[config.mk]
export PLATFORM = sky130hd
export DESIGN_NAME = ps2_scancode_receiver
export DESIGN_NICKNAME = d
export VERILOG_FILES = /design/src/rtl/ps2_scancode_receiver.sv
export SDC_FILE = /design/constraint.sdc
export NUM_CORES = 1
export LEC_CHECK = 0
export ABC_AREA = 0
export BUFFER_PORTS_ARGS = -buffer_cell sky130_fd_sc_hd__buf_4
export CAP_MARGIN = 15
export CORE_MARGIN = 1
export CORE_UTILIZATION = 30
export DETAILED_ROUTE_END_ITERATION = 16
export GPL_ROUTABILITY_DRIVEN = 1
export PLACE_DENSITY = 0.46
export REMOVE_ABC_BUFFERS = 1
export SYNTH_ARGS = -nofsm -noshare
export SYNTH_HDL_FRONTEND = slang
export SYNTH_SLANG_ARGS = --single-unit
[constraint.sdc]
create_clock -name clk -period 4.4 [get_ports clk]
set_input_delay 0.44 -clock clk [delete_from_list [all_inputs] [get_ports clk]]
set_output_delay 0.44 -clock clk [all_outputs]
set_load 0.005 [all_outputs]
[src/rtl/ps2_scancode_receiver.sv]
// PS/2 keyboard receiver: synchronizes and de-glitches the PS/2 lines,
// assembles 11-bit frames, checks odd parity and the stop bit, and turns
// E0/F0/E1 prefixed byte sequences into a single scancode strobe.
module ps2_scancode_receiver #(
  parameter int FILTER_LEN = 8,
  parameter int TIMEOUT    = 28000
) (
  input  logic       clk,
  input  logic       rst,
  input  logic       ps2clk_in,
  input  logic       ps2data_in,
  output logic       scan_received,
  output logic [7:0] scancode,
  output logic       extended,
  output logic       released,
  output logic       frame_error
);

  typedef enum logic [1:0] {IDLE, DATA, PARITY, STOP} state_t;

  // The filter counter only has to reach FILTER_LEN-1 before the flip.
  localparam int FCW = (FILTER_LEN > 1) ? $clog2(FILTER_LEN) : 1;
  localparam logic [FCW-1:0] FILT_LAST    = FCW'(FILTER_LEN - 1);
  localparam logic [15:0]    TIMEOUT_LAST = 16'(TIMEOUT - 1);

  logic           ps2clk_s1_reg, ps2clk_s2_reg;
  logic           ps2data_s1_reg, ps2data_s2_reg;
  logic           ps2clk_filt_reg, ps2clk_prev_reg;
  logic [FCW-1:0] filt_cnt_reg;
  logic           fall_edge;

  state_t         state_reg, state_next;
  logic [2:0]     bit_cnt_reg, bit_cnt_next;
  logic [7:0]     shift_reg, shift_next;
  logic           parity_reg, parity_next;
  logic [15:0]    idle_cnt_reg;
  logic           byte_ok, byte_bad, timeout_hit;

  logic           e0_reg, f0_reg;
  logic [2:0]     skip_cnt_reg;

  // Two-flop synchronizers; idle PS/2 lines are high, so reset to 1.
  always_ff @(posedge clk or posedge rst) begin
    if (rst) begin
      ps2clk_s1_reg  <= 1'b1;
      ps2clk_s2_reg  <= 1'b1;
      ps2data_s1_reg <= 1'b1;
      ps2data_s2_reg <= 1'b1;
    end else begin
      ps2clk_s1_reg  <= ps2clk_in;
      ps2clk_s2_reg  <= ps2clk_s1_reg;
      ps2data_s1_reg <= ps2data_in;
      ps2data_s2_reg <= ps2data_s1_reg;
    end
  end

  // Clock de-glitch: flip only after FILTER_LEN consecutive differing samples.
  always_ff @(posedge clk or posedge rst) begin
    if (rst) begin
      ps2clk_filt_reg <= 1'b1;
      ps2clk_prev_reg <= 1'b1;
      filt_cnt_reg    <= '0;
    end else begin
      ps2clk_prev_reg <= ps2clk_filt_reg;
      if (ps2clk_s2_reg != ps2clk_filt_reg) begin
        if (filt_cnt_reg == FILT_LAST) begin
          ps2clk_filt_reg <= ps2clk_s2_reg;
          filt_cnt_reg    <= '0;
        end else begin
          filt_cnt_reg <= filt_cnt_reg + FCW'(1);
        end
      end else begin
        filt_cnt_reg <= '0;
      end
    end
  end

  assign fall_edge = ps2clk_prev_reg & ~ps2clk_filt_reg;

  // Frame FSM next-state: one bit per filtered falling edge, plus timeout abort.
  always_comb begin
    state_next   = state_reg;
    bit_cnt_next = bit_cnt_reg;
    shift_next   = shift_reg;
    parity_next  = parity_reg;
    byte_ok      = 1'b0;
    byte_bad     = 1'b0;
    timeout_hit  = 1'b0;
    if (fall_edge) begin
      case (state_reg)
        IDLE: begin
          if (!ps2data_s2_reg) begin
            state_next   = DATA;
            bit_cnt_next = 3'd0;
          end
        end
        DATA: begin
          shift_next   = {ps2data_s2_reg, shift_reg[7:1]};
          bit_cnt_next = bit_cnt_reg + 3'd1;
          if (bit_cnt_reg == 3'd7) state_next = PARITY;
        end
        PARITY: begin
          parity_next = ps2data_s2_reg;
          state_next  = STOP;
        end
        STOP: begin
          state_next = IDLE;
          if (ps2data_s2_reg && (^{shift_reg, parity_reg})) byte_ok  = 1'b1;
          else                                               byte_bad = 1'b1;
        end
        default: state_next = IDLE;
      endcase
    end else if ((state_reg != IDLE) && (idle_cnt_reg == TIMEOUT_LAST)) begin
      timeout_hit = 1'b1;
      state_next  = IDLE;
    end
  end

  // Frame FSM registers and the inter-edge idle counter.
  always_ff @(posedge clk or posedge rst) begin
    if (rst) begin
      state_reg    <= IDLE;
      bit_cnt_reg  <= '0;
      shift_reg    <= '0;
      parity_reg   <= 1'b0;
      idle_cnt_reg <= '0;
    end else begin
      state_reg   <= state_next;
      bit_cnt_reg <= bit_cnt_next;
      shift_reg   <= shift_next;
      parity_reg  <= parity_next;
      if (fall_edge || (state_reg == IDLE)) idle_cnt_reg <= '0;
      else                                  idle_cnt_reg <= idle_cnt_reg + 16'd1;
    end
  end

  // Byte decoder: prefix flags, Pause swallowing, output strobes.
  always_ff @(posedge clk or posedge rst) begin
    if (rst) begin
      e0_reg        <= 1'b0;
      f0_reg        <= 1'b0;
      skip_cnt_reg  <= '0;
      scan_received <= 1'b0;
      frame_error   <= 1'b0;
      scancode      <= 8'h00;
      extended      <= 1'b0;
      released      <= 1'b0;
    end else begin
      scan_received <= 1'b0;
      frame_error   <= 1'b0;
      if (byte_bad || timeout_hit) begin
        frame_error  <= 1'b1;
        e0_reg       <= 1'b0;
        f0_reg       <= 1'b0;
        skip_cnt_reg <= '0;
      end else if (byte_ok) begin
        if (skip_cnt_reg != 3'd0) begin
          skip_cnt_reg <= skip_cnt_reg - 3'd1;
        end else begin
          case (shift_reg)
            8'hE1: skip_cnt_reg <= 3'd7;
            8'hE0: e0_reg <= 1'b1;
            8'hF0: f0_reg <= 1'b1;
            8'h00, 8'hAA, 8'hEE, 8'hFA, 8'hFE, 8'hFF: begin
              e0_reg <= 1'b0;
              f0_reg <= 1'b0;
            end
            default: begin
              scancode      <= shift_reg;
              extended      <= e0_reg;
              released      <= f0_reg;
              scan_received <= 1'b1;
              e0_reg        <= 1'b0;
              f0_reg        <= 1'b0;
            end
          endcase
        end
      end
    end
  end

endmodule
==> results of run 1 <==
==> critical path: stages (launching register included) <==
cell	delay, ps
dfrtp_1	420
inv_1	80
ha_1	230
or2_2	450
or4_1	700
o21ai_0	210
o21ai_0	150
==> cell type report <==
class | count | area, sq um
Fill cell | 892 | 5750
Sequential cell | 56 | 1410
Multi-Input combinational cell | 165 | 1210
Tap cell | 108 | 135
Timing Repair Buffer | 16 | 120
Clock buffer | 6 | 72.6
Inverter | 11 | 41.3
Clock inverter | 2 | 16.3
==> through the flow <==
| step | setup slack, ps | cells | util (%) | hold slack (ps) | power (W) |
|---|---|---|---|---|---|
| final | 2030 | 364 | 34.3 | 238 | 0.00123 |
| after global routing | 1870 | 364 | 34.3 | 216 | 0.00132 |
| after CTS | 2010 | 364 | 34.3 | 226 | 0.00125 |
| after detailed placement | 2020 | 356 | 33.3 | 350 | 0.000959 |
| after global placement | 2020 | 356 | 33.3 | 348 | 0.000956 |
| after floorplan | 2340 | 232 | - | 345 | 0.000882 |
==> worst paths after layout <==
path / startpoint / endpoint / slack [ps] / cells past startpoint
max: state_reg[0]$_DFFE_PP0P_ / e0_reg$_DFFE_PP0P_ / 2030 / 6
min: ps2data_in / ps2data_s1_reg$_DFF_PP1_ / 240 / 1
max reg2reg: state_reg[0]$_DFFE_PP0P_ / e0_reg$_DFFE_PP0P_ / 2030 / 6
min reg2reg: ps2clk_s1_reg$_DFF_PP1_ / ps2clk_s2_reg$_DFF_PP1_ / 360 / 0
max in group asynchronous: rst / filt_cnt_reg[0]$_DFF_PP0_ / 3610 / 3
min in group asynchronous: rst / bit_cnt_reg[1]$_DFFE_PP0P_ / 330 / 3
==> metal layers <==
metal  vias up  track usage (%)  wire, um
met5         -                0         0
met4         0             2.94        22
met3         2             2.59       130
met2        22             17.3      2150
met1       844             14.0      2310
li1        872                -         -
==> report_power, final <==
group	switching, W	total, W	internal, W
logic	0.000165	0.000299	0.000134
registers	0.0000605	0.000642	0.000581
clock network	0.000171	0.000285	0.000114
==> cell families after synthesis <==
kind of cell	Yosys count	synth area share [%]
and+or+nand+nor	85	16.1
DFF	56	51.7
AOI/OAI and AO/OA	31	6.51
buffers and inverters	23	3.81
muxes	22	10.7
xor gates and xnor gates	16	6.15
adders and majority gates	11	5.05
==> cell usage in the layout (no fill, tap or decap), drive strengths merged, types with 3 or more instances in the layout <==
cell,count
xnor2,7
nor2,20
dfstp,6
xor2,7
nand4,9
clkbuf,6
nor4b,3
or2,3
or3,6
nor3,4
nor4,3
ha,11
dfrtp,50
inv,11
a21oi,9
nand2,17
mux2,20
buf,16
o21ai,14
nand3,9
==> run_results.csv, run 1 <==
group,metric,value,unit
clocking,clkTransAtPathRegs,100,ps
global_routing,antenna_found_initial,0,
global_routing,gr-total-overflow,0,
placement,postPlaceCellArea,2920,sq um
status,status,"finished, final reports clean",
clocking,cts_setup_buffers,0,
timing,grt_setup_unrepaired,"no",
clocking,cts.sinks,56,
floorplan,die-area,9480,sq um
timing,period_needed,2370,ps
timing,tns,0,ps
synth,synth_area,2730,sq um
clocking,root_buffer,"clkbuf_8",
detailed_routing,final_antenna_net_count,0,
clocking,insertion_delay,310,ps
synth,ys_seq_elements,56,
worst_setup_path,crit_required,4580,ps
detailed_routing,wire_per_inst,12.7,um
pwr,ir_drop,0.000147,V
clocking,ctsHoldBuffers,0,
detailed_routing,drt_iter0_drc,35,
synth,synthTopCellsByCount,"dfrtp_1 (50), nor2_1 (20), nand2_1 (16), o21ai_0 (14)",
detailed_routing,vias,1740,
placement,portBuffers,15,
clocking,htree_levels,2,
timing,tightest_slew,716,ps
final_layout,fin_area,3010,sq um
synth,async_reset_ff_share,100,%
floorplan,dieHeight,97.4,um
detailed_routing,dr.pass1.iters,4,
worst_setup_path,path_class,"register to register",
worst_setup_path,critPathMaxFanout,17,
floorplan,rows,34,
final_layout,antenna_cells,0,
timing,setup_viol,0,
timing,drv_slew,0,
synth,yosys_warnings,0,
placement,post-dp-hpwl,3100,um
synth,avgSynthCellArea,11.2,sq um
min_path,hp-class,"primary input to register",
floorplan,die_w,97.4,um
clocking,cts_tree,"yes",
detailed_routing,wirelength,4610,um
timing,relSlewSlack,52.3,%
final_layout,drive_gt1_share,21.5,%
synth,ys_top_cells_by_area,"dfrtp_1 (46%), dfstp_2 (5.8%), ha_1 (5.0%), mux2_4 (5.0%), mux2_2 (4.5%)",
pwr,leakagePower,1.41,nW
worst_setup_path,arrival,2550,ps
placement,gp_congestion,0.718,
timing,hold_violations,0,
detailed_routing,drc,0,
synth,synth_top_area_share,45.9,%
synth,yosysTopAreaCell,"dfrtp_1",
synth,synth-edff-count,0,
global_routing,grt_use_total,10.6,%
detailed_routing,vias_per_cell,4.78,
global_routing,grt_max_degree,57,
worst_setup_path,start_kind,"register",
timing,fin_skew,9.97,ps
floorplan,core,8760,sq um
floorplan,initial_core_util,31.1,%
floorplan,io_pins,16,
global_routing,grt_pass1_vias,1790,
pwr,p_per_area,408,nW/um^2
worst_setup_path,end_kind,"register",
synth,ys_types,39,
final_layout,largest_reg_flops,16,
clocking,cts_buffers,5,
final_layout,layout.nets,270,
global_routing,grt_pass1_wl,8260,um
timing,fin_crit_sh,53.9,%
clocking,cts_resized,0,
job,drv_cap,0,
synth,ys_seq_area_share,51.7,%
synth,synth.most_common_cell,"dfrtp_1",
synth,ys.flop_type,"dfrtp_1",
final_layout,area_growth,10.3,%
synth,synth_cells,244,
clocking,clk_path_buf_depth,2,
timing,max_freq,0.421,GHz
Power figures use the tool's default switching activity.
==> inputs of run 2 (changes only) <==
--- a/config.mk
+++ b/config.mk
@@ -5,14 +5,14 @@
 export SDC_FILE = /design/constraint.sdc
 export NUM_CORES = 1
 export LEC_CHECK = 0
-export ABC_AREA = 0
+export ABC_AREA = 1
 export BUFFER_PORTS_ARGS = -buffer_cell sky130_fd_sc_hd__buf_4
 export CAP_MARGIN = 15
 export CORE_MARGIN = 1
 export CORE_UTILIZATION = 30
 export DETAILED_ROUTE_END_ITERATION = 16
 export GPL_ROUTABILITY_DRIVEN = 1
-export PLACE_DENSITY = 0.46
+export PLACE_DENSITY = 0.48
 export REMOVE_ABC_BUFFERS = 1
 export SYNTH_ARGS = -nofsm -noshare
 export SYNTH_HDL_FRONTEND = slang
==> constraint.sdc (replaced) <==
create_clock -name clk -period 2.1 [get_ports clk]
set_input_delay 0.21 -clock clk [delete_from_list [all_inputs] [get_ports clk]]
set_output_delay 0.21 -clock clk [all_outputs]
set_load 0.005 [all_outputs]
==> run 2 against run 1 <==
  * The flow now finishes with violations (DRC)
  * Sequential cell count is the same
  * Clock skew grew 1.8 ps
  * Global-route usage grew 1.4 points
  * Final cell count grew 28%
  * Non-clock buffer count grew 8
  * Combinational power grew 72%
  * Critical path type unchanged
  * Largest cell class unchanged
  * Highest routed layer unchanged
==> run_results.csv, run 2 <==
group,metric,value,unit
status,status,"finished with violations",
final_layout,antenna_cells,0,
floorplan,io_pins,16,
timing,setup_viol,0,
synth,synth_area,2760,sq um
synth,synth-edff-count,0,
synth,synth.most_common_cell,"nand2_1",
clocking,cts_buffers,5,
timing,hold_violations,0,
timing,tightest_slew,500,ps
timing,fin_crit_sh,92.4,%
timing,drv_slew,0,
status,failed_checks,"DRC",
synth,synth_cells,328,
final_layout,layout_commonest_cell,"nand2_1",
job,drv_cap,0,
worst_setup_path,cpPeakStageDelay,420,ps
detailed_routing,final_antenna_net_count,0,
synth,avgSynthCellArea,8.42,sq um
global_routing,antenna_found_initial,0,
final_layout,area_growth,17.9,%
floorplan,rows,34,
detailed_routing,vias_per_cell,4.50,
worst_setup_path,rr_startpoint,"skip_cnt_reg[0]$_DFFE_PP0P_",
worst_setup_path,critPathMaxFanout,5,
clocking,root_buffer,"clkbuf_8",
synth,yosysTopAreaCell,"dfrtp_1",
floorplan,dieHeight,98.0,um
worst_setup_path,crit_required,2310,ps
worst_setup_path,r2r_slack,160,ps
worst_setup_path,reg2reg_to,"scancode[0]$_DFFE_PP0P_",
pwr,leakagePower,1.62,nW
worst_setup_path,end_kind,"register",
floorplan,die-area,9600,sq um
detailed_routing,wire_per_inst,11.7,um
worst_setup_path,arrival,2150,ps
final_layout,mostFrequentLayoutCells,"nand2_1 (78), dfrtp_1 (50), inv_1 (42), nor2_1 (22), o21ai_0 (22)",
detailed_routing,drc,1,
worst_setup_path,critPathTopFamily,"simple AND/OR/NAND/NOR gates",
min_path,hp-class,"register to register",
floorplan,initial_core_util,31.4,%
clocking,clk_path_buf_depth,2,
synth,yosys_warnings,0,
synth,ys_seq_elements,56,
detailed_routing,drt_iter0_drc,120,
worst_setup_path,start_kind,"register",
pwr,p_per_area,774,nW/um^2
synth,synth_top_area_share,45.3,%
final_layout,layout.nets,373,
worst_setup_path,cp_common_cell,"inv_2",
synth,ys_seq_area_share,51.0,%
timing,period_needed,1940,ps
timing,max_freq,0.515,GHz
synth,synthTopCellsByCount,"nand2_1 (80), dfrtp_1 (50), inv_1 (48), nor2_1 (24), o21ai_0 (22)",
global_routing,gr-total-overflow,0,
worst_setup_path,path_depth,13,
worst_setup_path,cp-startpoint,"skip_cnt_reg[0]$_DFFE_PP0P_",
global_routing,grt_pass1_wl,9340,um
clocking,insertion_delay,310,ps
detailed_routing,wirelength,5440,um
worst_setup_path,endpoint,"scancode[0]$_DFFE_PP0P_",
worst_setup_path,path_class,"register to register",
clocking,htree_levels,2,
timing,hold-worst-slack,359,ps
placement,post-dp-hpwl,3680,um
timing,fin_skew,11.8,ps
final_layout,fillCellCount,895,
floorplan,die_w,98.0,um
clocking,cts.sinks,56,
synth,ys_top_cells_by_area,"dfrtp_1 (45%), nand2_1 (11%), inv_1 (6.5%), dfstp_2 (5.7%), ha_1 (5.0%)",
synth,ys_types,31,
clocking,clkTransAtPathRegs,100,ps
floorplan,core,8810,sq um
final_layout,drive_gt1_share,18.7,%
final_layout,largest_reg_flops,16,
global_routing,grt_use_total,12.0,%
placement,portBuffers,15,
worst_setup_path,crit_slowest_cell,"dfrtp_1",
detailed_routing,vias,2102,
global_routing,grt_max_degree,57,
clocking,cts_tree,"yes",
placement,gp_congestion,0.842,
timing,relSlewSlack,66.6,%
global_routing,grt_pass1_vias,2080,
pwr,ir_drop,0.000410,V
pwr,fin_total_pwr,0.00252,W
detailed_routing,dr.pass1.iters,10,
synth,ys.flop_type,"dfrtp_1",
worst_setup_path,r2r_cells,13,
synth,async_reset_ff_share,100,%
final_layout,stdcell_count,467,
final_layout,utilization,37.0,%
worst_setup_path,crit_chain,"inv_2 > ha_4 > inv_2 > nor2_2 > inv_2 > nor2_4 > o21ai_1 > nor3_1 > nand2_1 > nor2_4 > nand2_2 > nand2_1 > o21ai_2",
worst_setup_path,critPathBufInv,3,
placement,placed_cells,451,
[run 2: cell count changes after synthesis, sizes merged, moves of 5 or more]
| cell | delta |
|---|---|
| xor2 | -6 |
| clkbuf | -7 |
| nand3 | +7 |
| nor3 | +6 |
| nor2 | +5 |
| o21ai | +19 |
| mux2 | -20 |
| or3 | -6 |
| inv | +43 |
| nand2 | +64 |
[run 2: metrics by stage]
stage | setup slack (ps) | instance area, sq um | setup TNS (ps)
5_1_grt | -14.6 | 3260 | -89.8
3_5_place_dp | 94.8 | 3030 | 0
3_3_place_gp | 89.6 | 3030 | 0
6_report | 160 | 3260 | 0
2_1_floorplan | 393 | 2740 | 0
4_1_cts | 41.7 | 3180 | 0
[run 2: worst min-delay path by stage]
stage                                 end  slack (ps)  cells after the start                     start
6_report         ps2data_s2_reg$_DFF_PP1_         360                      0  ps2data_s1_reg$_DFF_PP1_
5_1_grt           ps2clk_s2_reg$_DFF_PP1_         370                      0   ps2clk_s1_reg$_DFF_PP1_
4_1_cts          ps2data_s2_reg$_DFF_PP1_         360                      0  ps2data_s1_reg$_DFF_PP1_
3_5_place_dp   idle_cnt_reg[12]$_DFF_PP0_         300                      3                       rst
3_3_place_gp   idle_cnt_reg[11]$_DFF_PP0_         300                      3                       rst
2_1_floorplan     ps2clk_s1_reg$_DFF_PP1_         210                      0                 ps2clk_in
[run 2: power breakdown]
group          internal [W]  total, W  switching (W)
clock              0.000421  0.000765       0.000344
sequential          0.00118   0.00124      0.0000626
combinational      0.000187  0.000514       0.000327
total               0.00179   0.00252       0.000734
[run 2: cell families (layout without fill, tap and decap cells)]
logic type,count (synthesis),in the layout,synth area share (%)
mux,1,1,0.362
buf+inv,58,86,8.33
fa+ha+maj,11,11,4.98
simple gates,150,153,23.8
compound gates,47,47,9.92
flops,56,56,51.0
xor+xnor,5,5,1.59
[run 2: what timing repair did]
action                                 4_1_cts  5_1_grt
setup endpoints to repair                    0       13
hold buffers                                 3        0
endpoints found under the hold margin       52        0
gates resized for setup                      0       15
setup buffers                                0        2
[run 2: layout make-up]
class                      instances  area [sq um]  area share, %
sequential                        56          1410           43.2
multi-input combinational        217          1180           36.4
inverter                          54           203           6.22
timing repair buffer              24           200           6.14
tap                              108           135           4.15
clock buffer                       7          96.3           2.96
clock inverter                     1          30.0          0.922
[run 2: worst register-to-register path: stages, from the launching register on]
cell     delay (ps)
dfrtp_1         420
inv_2            90
ha_4            120
inv_2            30
nor2_2          140
inv_2            70
nor2_4           70
o21ai_1          60
nor3_1          180
nand2_1         110
nor2_4          240
nand2_2         150
nand2_1         110
o21ai_2          50
[run 2: layer usage]
layer  global-route usage [%]  routed length (um)
met1                     15.8                2870
met5                        0                   0
met4                     4.90                 112
met2                     19.2                2350
met3                     2.36                 113
